--- src/rtl/usb_pkg.sv ---
// Shared USB definitions: byte bus type, packet identifiers and the on-wire PID byte helper.
package usb_pkg;

    typedef logic [7:0] bus8_t;

    typedef enum logic [3:0] {
        PidOut   = 4'b0001,
        PidIn    = 4'b1001,
        PidSof   = 4'b0101,
        PidSetup = 4'b1101,
        PidData0 = 4'b0011,
        PidData1 = 4'b1011,
        PidAck   = 4'b0010,
        PidNak   = 4'b1010,
        PidStall = 4'b1110
    } usb_pid_t;

    // PID byte carries the PID in the low nibble and its complement in the high nibble.
    function automatic bus8_t pid_byte(usb_pid_t pid);
        return {~pid, pid};
    endfunction

endpackage

--- src/rtl/usb_in_ctrl.sv ---
// IN-endpoint transaction controller: answers IN tokens with DATA0/DATA1, NAK or STALL,
// then waits for the host handshake and keeps per-endpoint data toggles.
module usb_in_ctrl
    import usb_pkg::*;
#(
    parameter int unsigned EP_N    = 4,
    parameter int unsigned MAX_PKT = 64,
    parameter int unsigned ACK_TMO = 80,
    localparam int unsigned LEN_W  = $clog2(MAX_PKT + 1)
) (
    input  logic                    clk,
    input  logic                    rst,
    input  logic                    tok_valid,
    input  logic [3:0]              tok_pid,
    input  logic [3:0]              tok_ep,
    input  logic                    hs_valid,
    input  logic [3:0]              hs_pid,
    input  logic [EP_N-1:0]         ep_ready,
    input  logic [EP_N-1:0]         ep_stall,
    input  logic [EP_N*LEN_W-1:0]   ep_len,
    input  logic [EP_N-1:0]         ep_toggle_clr,
    output logic [3:0]              ep_sel,
    input  bus8_t                   ep_rdata,
    output logic                    ep_rd,
    output logic [EP_N-1:0]         ep_done,
    output logic [EP_N-1:0]         ep_retry,
    output logic                    tx_valid,
    output bus8_t                   tx_data,
    output logic                    tx_last,
    input  logic                    tx_ready,
    output logic                    busy
);

    localparam int unsigned EP_W  = (EP_N > 1) ? $clog2(EP_N) : 1;
    localparam int unsigned TMR_W = $clog2(ACK_TMO + 1);

    typedef enum logic [1:0] {
        StIdle,
        StSendPid,
        StSendData,
        StWaitAck
    } state_t;

    state_t           state_q, state_d;
    logic [3:0]       ep_q, ep_d;
    usb_pid_t         pid_q, pid_d;
    logic [LEN_W-1:0] len_q, len_d;
    logic [LEN_W-1:0] cnt_q, cnt_d;
    logic [TMR_W-1:0] timer_q, timer_d;
    logic [EP_N-1:0]  toggle_q, toggle_d;

    logic [LEN_W-1:0] len_arr [EP_N];
    logic [EP_W-1:0]  tok_idx;
    logic [EP_W-1:0]  ep_idx;
    logic             tok_hit;
    logic             pid_is_hs;
    logic             last_byte;
    logic [LEN_W-1:0] tok_len;

    always_comb begin
        for (int i = 0; i < int'(EP_N); i++) begin
            len_arr[i] = ep_len[i*LEN_W +: LEN_W];
        end
    end

    assign tok_idx   = tok_ep[EP_W-1:0];
    assign ep_idx    = ep_q[EP_W-1:0];
    assign tok_hit   = tok_valid && (tok_pid == PidIn) && (32'(tok_ep) < EP_N);
    assign pid_is_hs = (pid_q == PidNak) || (pid_q == PidStall);
    assign last_byte = (cnt_q == LEN_W'(len_q - 1'b1));
    assign tok_len   = (len_arr[tok_idx] > LEN_W'(MAX_PKT)) ? LEN_W'(MAX_PKT) : len_arr[tok_idx];

    assign ep_sel = ep_q;
    assign busy   = (state_q != StIdle);

    always_comb begin
        state_d  = state_q;
        ep_d     = ep_q;
        pid_d    = pid_q;
        len_d    = len_q;
        cnt_d    = cnt_q;
        timer_d  = timer_q;
        toggle_d = toggle_q;
        tx_valid = 1'b0;
        tx_data  = 8'h00;
        tx_last  = 1'b0;
        ep_rd    = 1'b0;
        ep_done  = '0;
        ep_retry = '0;

        unique case (state_q)
            StIdle: begin
                if (tok_hit) begin
                    ep_d  = tok_ep;
                    len_d = tok_len;
                    if (ep_stall[tok_idx]) begin
                        pid_d = PidStall;
                    end else if (!ep_ready[tok_idx]) begin
                        pid_d = PidNak;
                    end else begin
                        pid_d = toggle_q[tok_idx] ? PidData1 : PidData0;
                    end
                    state_d = StSendPid;
                end
            end
            StSendPid: begin
                tx_valid = 1'b1;
                tx_data  = pid_byte(pid_q);
                tx_last  = pid_is_hs || (len_q == '0);
                if (tx_ready) begin
                    if (pid_is_hs) begin
                        state_d = StIdle;
                    end else if (len_q == '0) begin
                        state_d = StWaitAck;
                        timer_d = '0;
                    end else begin
                        state_d = StSendData;
                        cnt_d   = '0;
                    end
                end
            end
            StSendData: begin
                tx_valid = 1'b1;
                tx_data  = ep_rdata;
                tx_last  = last_byte;
                ep_rd    = tx_ready;
                if (tx_ready) begin
                    cnt_d = cnt_q + 1'b1;
                    if (last_byte) begin
                        state_d = StWaitAck;
                        timer_d = '0;
                    end
                end
            end
            StWaitAck: begin
                timer_d = timer_q + 1'b1;
                if (hs_valid && (hs_pid == PidAck)) begin
                    toggle_d[ep_idx] = ~toggle_q[ep_idx];
                    ep_done[ep_idx]  = 1'b1;
                    state_d          = StIdle;
                end else if (hs_valid || (timer_q == TMR_W'(ACK_TMO - 1)) || tok_valid) begin
                    // An aborting token is dropped; the host will retry it.
                    ep_retry[ep_idx] = 1'b1;
                    state_d          = StIdle;
                end
            end
            default: state_d = StIdle;
        endcase

        // Clear overrides a same-cycle ACK flip.
        toggle_d = toggle_d & ~ep_toggle_clr;

        if (rst) begin
            tx_valid = 1'b0;
            tx_data  = 8'h00;
            tx_last  = 1'b0;
            ep_rd    = 1'b0;
            ep_done  = '0;
            ep_retry = '0;
        end
    end

    always_ff @(posedge clk) begin
        if (rst) begin
            state_q  <= StIdle;
            ep_q     <= '0;
            pid_q    <= PidData0;
            len_q    <= '0;
            cnt_q    <= '0;
            timer_q  <= '0;
            toggle_q <= '0;
        end else begin
            state_q  <= state_d;
            ep_q     <= ep_d;
            pid_q    <= pid_d;
            len_q    <= len_d;
            cnt_q    <= cnt_d;
            timer_q  <= timer_d;
            toggle_q <= toggle_d;
        end
    end

endmodule

--- config.mk ---
export PLATFORM = sky130hd
export DESIGN_NAME = usb_in_ctrl
export DESIGN_NICKNAME = d
export VERILOG_FILES = /design/src/rtl/usb_pkg.sv /design/src/rtl/usb_in_ctrl.sv
export SDC_FILE = /design/constraint.sdc
export NUM_CORES = 1
export LEC_CHECK = 0
export ABC_AREA = 0
export CAP_MARGIN = 15
export CORE_MARGIN = 10
export CORE_UTILIZATION = 50
export DETAILED_ROUTE_END_ITERATION = 7
export DONT_BUFFER_PORTS = 1
export SYNTH_ARGS = -nofsm -noshare
export SYNTH_HDL_FRONTEND = slang
export SYNTH_SLANG_ARGS = --single-unit
export TNS_END_PERCENT = 5
--- constraint.sdc ---
create_clock -name clk -period 3.6 [get_ports clk]
set_clock_uncertainty 0.2 [all_clocks]
set_input_delay 0.36 -clock clk [delete_from_list [all_inputs] [get_ports clk]]
set_output_delay 0.36 -clock clk [all_outputs]
set_load 0.01 [all_outputs]
* Yosys cells after proc, flatten, opt, wreduce, memory -nomap -nowiden
Index checks and enable logic that the tools add are counted.
** Storage, ports and cells
- Output and inout port bits :: 24
- Flip-flop bits (word level) :: 35
- Input port bits :: 65
- Word-level logic and storage cells :: 111
** Cells by class
- Eq/ne operators :: 17
- Reduce and logical (&&, ||, !) cells :: 18
- $lt $le $gt $ge :: 6
- Mux-type cells :: 55
- Add/subtract/negate cells :: 3
- Bitwise logic cells :: 5
** Operator list (number)
- $mux W7 :: 12
- $mux W4 :: 12
- $pmux W7 S3 :: 1
- $pmux W8 S2 :: 1
- $add A7 B1 Y7 const B :: 2
- $bmux W7 S2 :: 1
- $mux W2 :: 7
- $ne A2 B2 Y1 const B :: 7
- $pmux W7 S2 :: 1
- $eq A4 B4 Y1 const B :: 3
- $mux W1 :: 11
- $reduce_and A5 Y1 :: 2
- $bmux W1 S2 :: 4
- $mux W8 :: 1
- $not A4 Y4 :: 2
- $pmux W2 S4 :: 1
- $eq A7 B7 Y1 :: 1
- $eq A7 B7 Y1 const B :: 1
- $gt A7 B7 Y1 const B :: 1
- $logic_not A7 Y1 :: 1
- $sub A7 B1 Y7 const B :: 1
- $lt A2 B3 Y1 const B :: 2
- $reduce_and A6 Y1 :: 1
- $and A4 B4 Y4 :: 1
- other kinds (19) :: 27

* Longest topological paths before layout
Gate-level depths: netlist of the first run.
- Word-level depth :: 8
- Gate-level depth with buffers :: 9
- Depth with buffers taken out :: 8

* Worst setup path before layout of the first run
OpenSTA, ideal clock, no wires.
- Kind :: register to output
- From :: register len_q[0]
- To :: output port tx_last
- Data required time :: 3.040 ns
- Stages on the path, launching flop included :: 9
- Data arrival time :: 1.909 ns
- Path slack :: 1.131 ns
- Path through :: dfxtp_1 -> inv_1 -> ha_1 -> o21ba_1 -> a221oi_1 -> o221ai_1 -> a21oi_1 -> a22oi_1 -> nor2_1
** On the way
- Cells in the longest elaborated chain, start to end :: 4
** Ends and longest elaborated chain
- start: declaration :: line usb_in_ctrl.sv:47 : logic [LEN_W-1:0] len_q, len_d;
- start signal: assignment :: line usb_in_ctrl.sv:176 : len_q <= len_d;
- $sub A7 B1 Y7 / $logic_not A7 Y1 (equally long branches) :: line usb_in_ctrl.sv:70, usb_in_ctrl.sv:109
- $eq A7 B7 Y1 / $logic_or A1 B1 Y1 (equally long branches) :: line usb_in_ctrl.sv:70, usb_in_ctrl.sv:109
- $pmux W1 S2 * :: line usb_in_ctrl.sv:91 : unique case (state_q)
- $mux W1 * :: line usb_in_ctrl.sv:153 : if (rst) begin
- end: declaration :: line usb_in_ctrl.sv:29 : output logic tx_last,
Every way passes the cells marked *; elsewhere a longest branch is shown, timed or not.

* Worst setup path after layout of the first run
Ends and elaborated chain as after synthesis.

==> flow_metrics.tcl, run 1 <==
set metrics [dict create \
    status "completed" \
    synth_warnings 0 \
    dp_hpwl_um 4630 \
    drive_gt1_share_pct 8.06 \
    synthMostInstantiatedCell "nor2_1" \
    first_pass_iters 4 \
    critPathArrivalTime_ps 2580 \
    end_kind "output port" \
    synth.distinct_cells 45 \
    grt_usage_pct 15.0 \
    syn-instance-count 270 \
    ant_nets 0 \
    root_buffer "clkbuf_8" \
    wl_met3_um 780 \
    swShare_pct 25.9 \
    fp.coreArea_um2 4380 \
    top_layer_used "met4" \
    max_cap_violations 0 \
    switchingPower_mw 0.196 \
    slew_viol_final 0 \
    whs_ps 23.5 \
    syn_nets 343 \
    hold_viol_final 0 \
    criticalPathCategory "reg2out" \
    seqPwrFrac_pct 50.8 \
    async_flop_share_pct 0 \
    drc 0 \
    instances_no_fill 326 \
    post_drt_wl_per_cell_um 18.4 \
    power_frac_clock_pct 35.4 \
    die_area_um2 7670 \
    die_w_um 87.6 \
    rsz0062_at_grt "no" \
    area_growth_syn_to_layout_pct 8.11 \
    netlist_top_cells_area "dfxtp_1 (30%), mux4_2 (9.9%), nor2_1 (7.9%), ha_1 (4.4%), a22oi_1 (3.9%)" \
    syn_avg_cell_area_um2 8.46 \
    hold_path_class "in2reg" \
    port_buffers 0 \
    wl_met1_um 2630 \
    p_per_area_nw_per_um2 306 \
    h-tree-depth 2 \
    overflow 0 \
    grt_pass1_wl_um 9440 \
    cts_buffers 5 \
    grt_max_degree 20 \
    yosysTopAreaCell "dfxtp_1" \
    grt_pass1_vias 1970 \
    clk_latency_ps 280 \
    synth_edf_count 0 \
    antenna_found_initial 1 \
    rows 24 \
    power_leakage_nw 0.957 \
    clk_pin_slew_ps 70 \
    dr_total_vias 2010 \
    cts_sinks 34 \
    dp_cells 310 \
    required_ps 3040 \
    syn_area_um2 2280 \
    wl_met2_um 2550 \
    max_freq_mhz 319 \
    synthTopCellsByCount "nor2_1 (48), dfxtp_1 (34), nand2_1 (14), nor3_1 (14), inv_1 (13)" \
    fin_crit_ps 3140 \
    synth_top_area_share_pct 29.8 \
    tns_ps 0 \
    synth-seq-area-share_pct 29.8 \
    synthFlopType "dfxtp_1" \
    ios 89 \
    worstSetupStartpointType "flop" \
    nets 346 \
    p_int_mw 0.559 \
    fp.dieH_um 87.6 \
    combPwrFrac_pct 13.9 \
    worstPathMaxFanout 6 \
    drtIter0Drc 105 \
    vias_per_cell 6.17 \
    routed_wl_um 6000 \
    ir_drop_uv 197 \
    max_slew_margin_pct 55.2 \
    power.total_mw 0.755 \
    cts_tree "built" \
    ys_ff_latch 34 \
    cts_setup_buffers 0 \
    initial_utilization_pct 52.1 \
    gp_congestion 0.802 \
    tightestPinTransition_ps 670 \
    period_share_pct 87.2 \
    clk_path_buf_depth 2 \
    setup_violations 0 \
]
[power by group through the flow]
stage | Combinational (mW) | Sequential [mW] | Clock, mW
final | 0.105 | 0.383 | 0.267
after global routing | 0.115 | 0.383 | 0.284
after CTS | 0.104 | 0.383 | 0.273
after detailed placement | 0.0967 | 0.392 | 0
after global placement | 0.0967 | 0.392 | 0
after floorplan | 0.0913 | 0.390 | 0
[area by class of cell]
class / instances / area [um^2]
tap: 52 / 65.1
clock buffer: 5 / 68.8
sequential: 34 / 681
fill: 409 / 1910
antenna: 1 / 2.50
clock inverter: 2 / 10.0
multi-input combinational: 209 / 1500
inverter: 13 / 48.8
timing repair buffer: 10 / 95.1
[cell families (layout without fill, tap and decap cells)]
| group | Yosys count | in the layout | share of synthesized area [%] |
|---|---|---|---|
| other | 0 | 1 | 0 |
| AND/OR/NAND/NOR | 121 | 121 | 26.2 |
| adder cells (fa/ha/maj) | 8 | 8 | 4.38 |
| buffers and inverters | 27 | 30 | 4.60 |
| XOR/XNOR | 15 | 15 | 5.75 |
| AO/OA/AOI/OAI | 48 | 48 | 16.3 |
| flip-flops | 34 | 34 | 29.8 |
| multiplexers | 17 | 17 | 13.0 |
[per-layer routing]
| metal | vias up | GRT usage, % |
|---|---|---|
| met5 | - | 0 |
| met4 | 0 | 3.48 |
| met3 | 4 | 8.54 |
| met2 | 83 | 22.5 |
| met1 | 934 | 18.2 |
| li1 | 989 | - |
[path summary, 6_finish.rpt]
kind,from,end,slack [ps],cells after the start
max reg2reg,len_q[0],timer_q[2],810,8
max,len_q[0],tx_last,460,8
min,tok_ep[0],ep_sel[0],20,2
min reg2reg,timer_q[1],timer_q[1],300,2
[cells in the final DEF, fill, tap and decap left out, types with 7 or more instances in the layout]
master          n
and3_1         10
nor3_1         14
inv_1          13
ha_1            8
nand3_1         7
mux4_2         10
xnor2_1         7
nand2_1        14
a21oi_1         8
a22oi_1        12
xor2_1          8
dlygate4sd3_1   8
dfxtp_1        34
nor2_1         48
[stage by stage]
stage / setup slack (ps) / cell area (um^2) / util [%]
detailed placement: 801 / 2310 / 52.7
floorplan: 1130 / 2280 / -
CTS: 480 / 2470 / 56.3
global placement: 893 / 2310 / 52.7
global route: 339 / 2470 / 56.3
finish: 462 / 2470 / 56.3
[repair_timing]
action / CTS / global route
hold buffers: 8 / 0
hold endpoints to repair: 19 / 0
resized for setup: 0 / 0
[flip-flops by register name, indices dropped and copies added, names as in the netlist, named ones only]
register	count
ep_sel	4
len_q	7
toggle_q	4
timer_q	7
cnt_q	7
pid_q	3
state_q	1
[worst max-delay path, stage by stage, from the launching register on]
cell	delay (ps)
dfxtp_1	420
inv_1	90
ha_1	250
o21ba_1	180
a221oi_1	350
o221ai_1	270
a21oi_1	370
a22oi_1	150
nor2_1	220
Power figures use the tool's default switching activity.
==> run 2: changes to the inputs <==
--- a/config.mk
+++ b/config.mk
@@ -12,4 +12,6 @@
 export DETAILED_ROUTE_END_ITERATION = 7
 export DONT_BUFFER_PORTS = 1
+export PLACE_DENSITY = 0.7
+export SLEW_MARGIN = 20
 export SYNTH_ARGS = -nofsm -noshare
 export SYNTH_HDL_FRONTEND = slang
==> constraint.sdc (replaced) <==
create_clock -name clk -period 3.6 [get_ports clk]
set_clock_uncertainty 0.2 [all_clocks]
set_input_delay 0.72 -clock clk [delete_from_list [all_inputs] [get_ports clk]]
set_output_delay 0.72 -clock clk [all_outputs]
set_load 0.01 [all_outputs]
==> run 2 against run 1 <==
  * Core utilization decreased by 1.6 points
  * Clock-buffer cell count stayed put
  * Flip-flop and latch count stayed put
  * Register-to-register slack improved by 50 ps
  * Via count decreased by 0.60%
  * Worst hold slack better by 260 ps
  * Combinational power down 7%
  * Critical path type unchanged
  * Largest power group unchanged
  * Highest routed layer unchanged
==> flow_metrics.tcl, run 2 (same netlist as run 1, synthesis figures left out) <==
set metrics [dict create \
    clk_pin_slew_ps 70 \
    p_int_mw 0.556 \
    antenna_found_initial 0 \
    cts_buffers 5 \
    h-tree-depth 2 \
    rsz0062_at_grt "no" \
    grt_max_degree 35 \
    tightestPinTransition_ps 649 \
    initial_utilization_pct 52.1 \
    p_per_area_nw_per_um2 311 \
    criticalPathCategory "reg2out" \
    drive_gt1_share_pct 9.02 \
    reg_top3 "cnt_q x7, len_q x7, timer_q x7" \
    tns_ps 0 \
    hold_path_class "reg2reg" \
    rr_startpoint "len_q[0]" \
    required_ps 2680 \
    worstSetupStartpointType "flop" \
    port_buffers 0 \
    max_freq_mhz 303 \
    final_cell_mix "nor2_1 (48), dfxtp_1 (34), nand2_1 (14), nor3_1 (14), inv_1 (13)" \
    r2r-end "timer_q[2]" \
    slew_viol_final 0 \
    hold_viol_final 0 \
    fin_crit_ps 3300 \
    area_growth_syn_to_layout_pct 4.98 \
    post_drt_wl_per_cell_um 18.6 \
    grt_usage_pct 15.0 \
    drtIter0Drc 185 \
    status "completed" \
    end_kind "output port" \
    power_frac_clock_pct 35.5 \
    gp_congestion 0.841 \
    ir_drop_uv 239 \
    switchingPower_mw 0.190 \
    worstSetupStartpoint "len_q[0]" \
    final_common_cell "nor2_1" \
    fp.coreArea_um2 4380 \
    grt_pass1_vias 2022 \
    combPwrFrac_pct 13.0 \
    dpl-instance-area_um2 2320 \
    vias_per_cell 6.28 \
    setup_violations 0 \
    period_share_pct 91.8 \
    cts_tree "built" \
    seqPwrFrac_pct 51.4 \
    crit_chain "inv_1, ha_1, o21ba_1, a221oi_1, o221ai_1, a21oi_2, a22oi_1, nor2_1" \
    max_cap_violations 0 \
    crit_end "tx_last" \
    swShare_pct 25.5 \
    dp_hpwl_um 4660 \
    first_pass_iters 4 \
    root_buffer "clkbuf_8" \
    slowest_delay_ps 420 \
    die_w_um 87.6 \
    clk_path_buf_depth 2 \
    grt_pass1_wl_um 9510 \
    fp.dieH_um 87.6 \
    max_slew_margin_pct 56.3 \
    fillers 397 \
    cts_sinks 34 \
    design_area_um2 2400 \
    rows 24 \
    n_antenna_cell 0 \
    slowest_stage "dfxtp_1" \
    drc 0 \
    routed_wl_um 5910 \
    reg2reg_slack_ps 860 \
    die_area_um2 7670 \
    ant_nets 0 \
    overflow 0 \
    worstPathMaxFanout 6 \
    critPathArrivalTime_ps 2380 \
    r2r.worst_path.cells 8 \
    ios 89 \
    power_leakage_nw 0.921 \
    clk_latency_ps 290 \
    nets 339 \
    dr_total_vias 1998 \
]
run 2: cell count changes in the layout (fill, tap and decap cells not counted):
cell	change
dlygate4sd3_1	-8
diode_2	-1
buf_4	+1
a21oi_1	-1
a21oi_2	+1
run 2: worst max-delay path, delay by kind of cell (launching register included):
kind                       cells  cell delay, ps
AOI/OAI and AO/OA              5            1120
DFF                            1             420
adders and majority gates      1             250
and+or+nand+nor                1             210
buffers and inverters          1              90
run 2: what timing repair did:
item | CTS | global route
setup endpoints to repair | 0 | 1
hold buffers | 0 | 0
setup buffers | 0 | 0
resized for setup | 0 | 1
run 2: worst min path at each step:
stage | from | to | slack, ps | cells past startpoint
floorplan | timer_q[1] | timer_q[1] | 260 | 2
global placement | timer_q[1] | timer_q[1] | 270 | 2
detailed placement | timer_q[1] | timer_q[1] | 270 | 2
CTS | timer_q[1] | timer_q[1] | 290 | 2
global route | rst | len_q[3] | 290 | 1
finish | timer_q[1] | timer_q[1] | 280 | 2
run 2: routing by layer:
metal | part of all wire, % | track usage, % | wire (um)
met1 | 43 | 18.3 | 2550
met2 | 43 | 22.4 | 2530
met3 | 13 | 8.26 | 772
met4 | 0.96 | 3.77 | 57
met5 | 0 | 0 | 0
run 2: final cells by class:
type	instances	area, um^2	share of cell area, %
Multi-Input combinational cell	209	1500	62.6
Sequential cell	34	681	28.4
Clock buffer	5	68.8	2.87
Tap cell	52	65.1	2.71
Inverter	13	48.8	2.03
Timing Repair Buffer	3	22.5	0.939
Clock inverter	2	10.0	0.417
run 2: power by group through the flow:
stage / clock network [mW] / registers [mW] / logic, mW
after floorplan: 0 / 0.390 / 0.0913
after global placement: 0 / 0.392 / 0.0966
after detailed placement: 0 / 0.392 / 0.0970
after CTS: 0.270 / 0.383 / 0.0973
after global routing: 0.290 / 0.383 / 0.108
final: 0.265 / 0.383 / 0.0973
run 2: through the flow:
step | setup slack [ps] | total power [mW] | util (%) | hold WS (ps) | std cells
floorplan | 771 | 0.482 | - | 259 | 270
global placement | 561 | 0.488 | 52.8 | 266 | 311
detailed placement | 513 | 0.489 | 52.8 | 274 | 311
CTS | 190 | 0.750 | 54.6 | 285 | 318
global route | 86.6 | 0.781 | 54.7 | 290 | 318
finish | 296 | 0.746 | 54.7 | 281 | 318
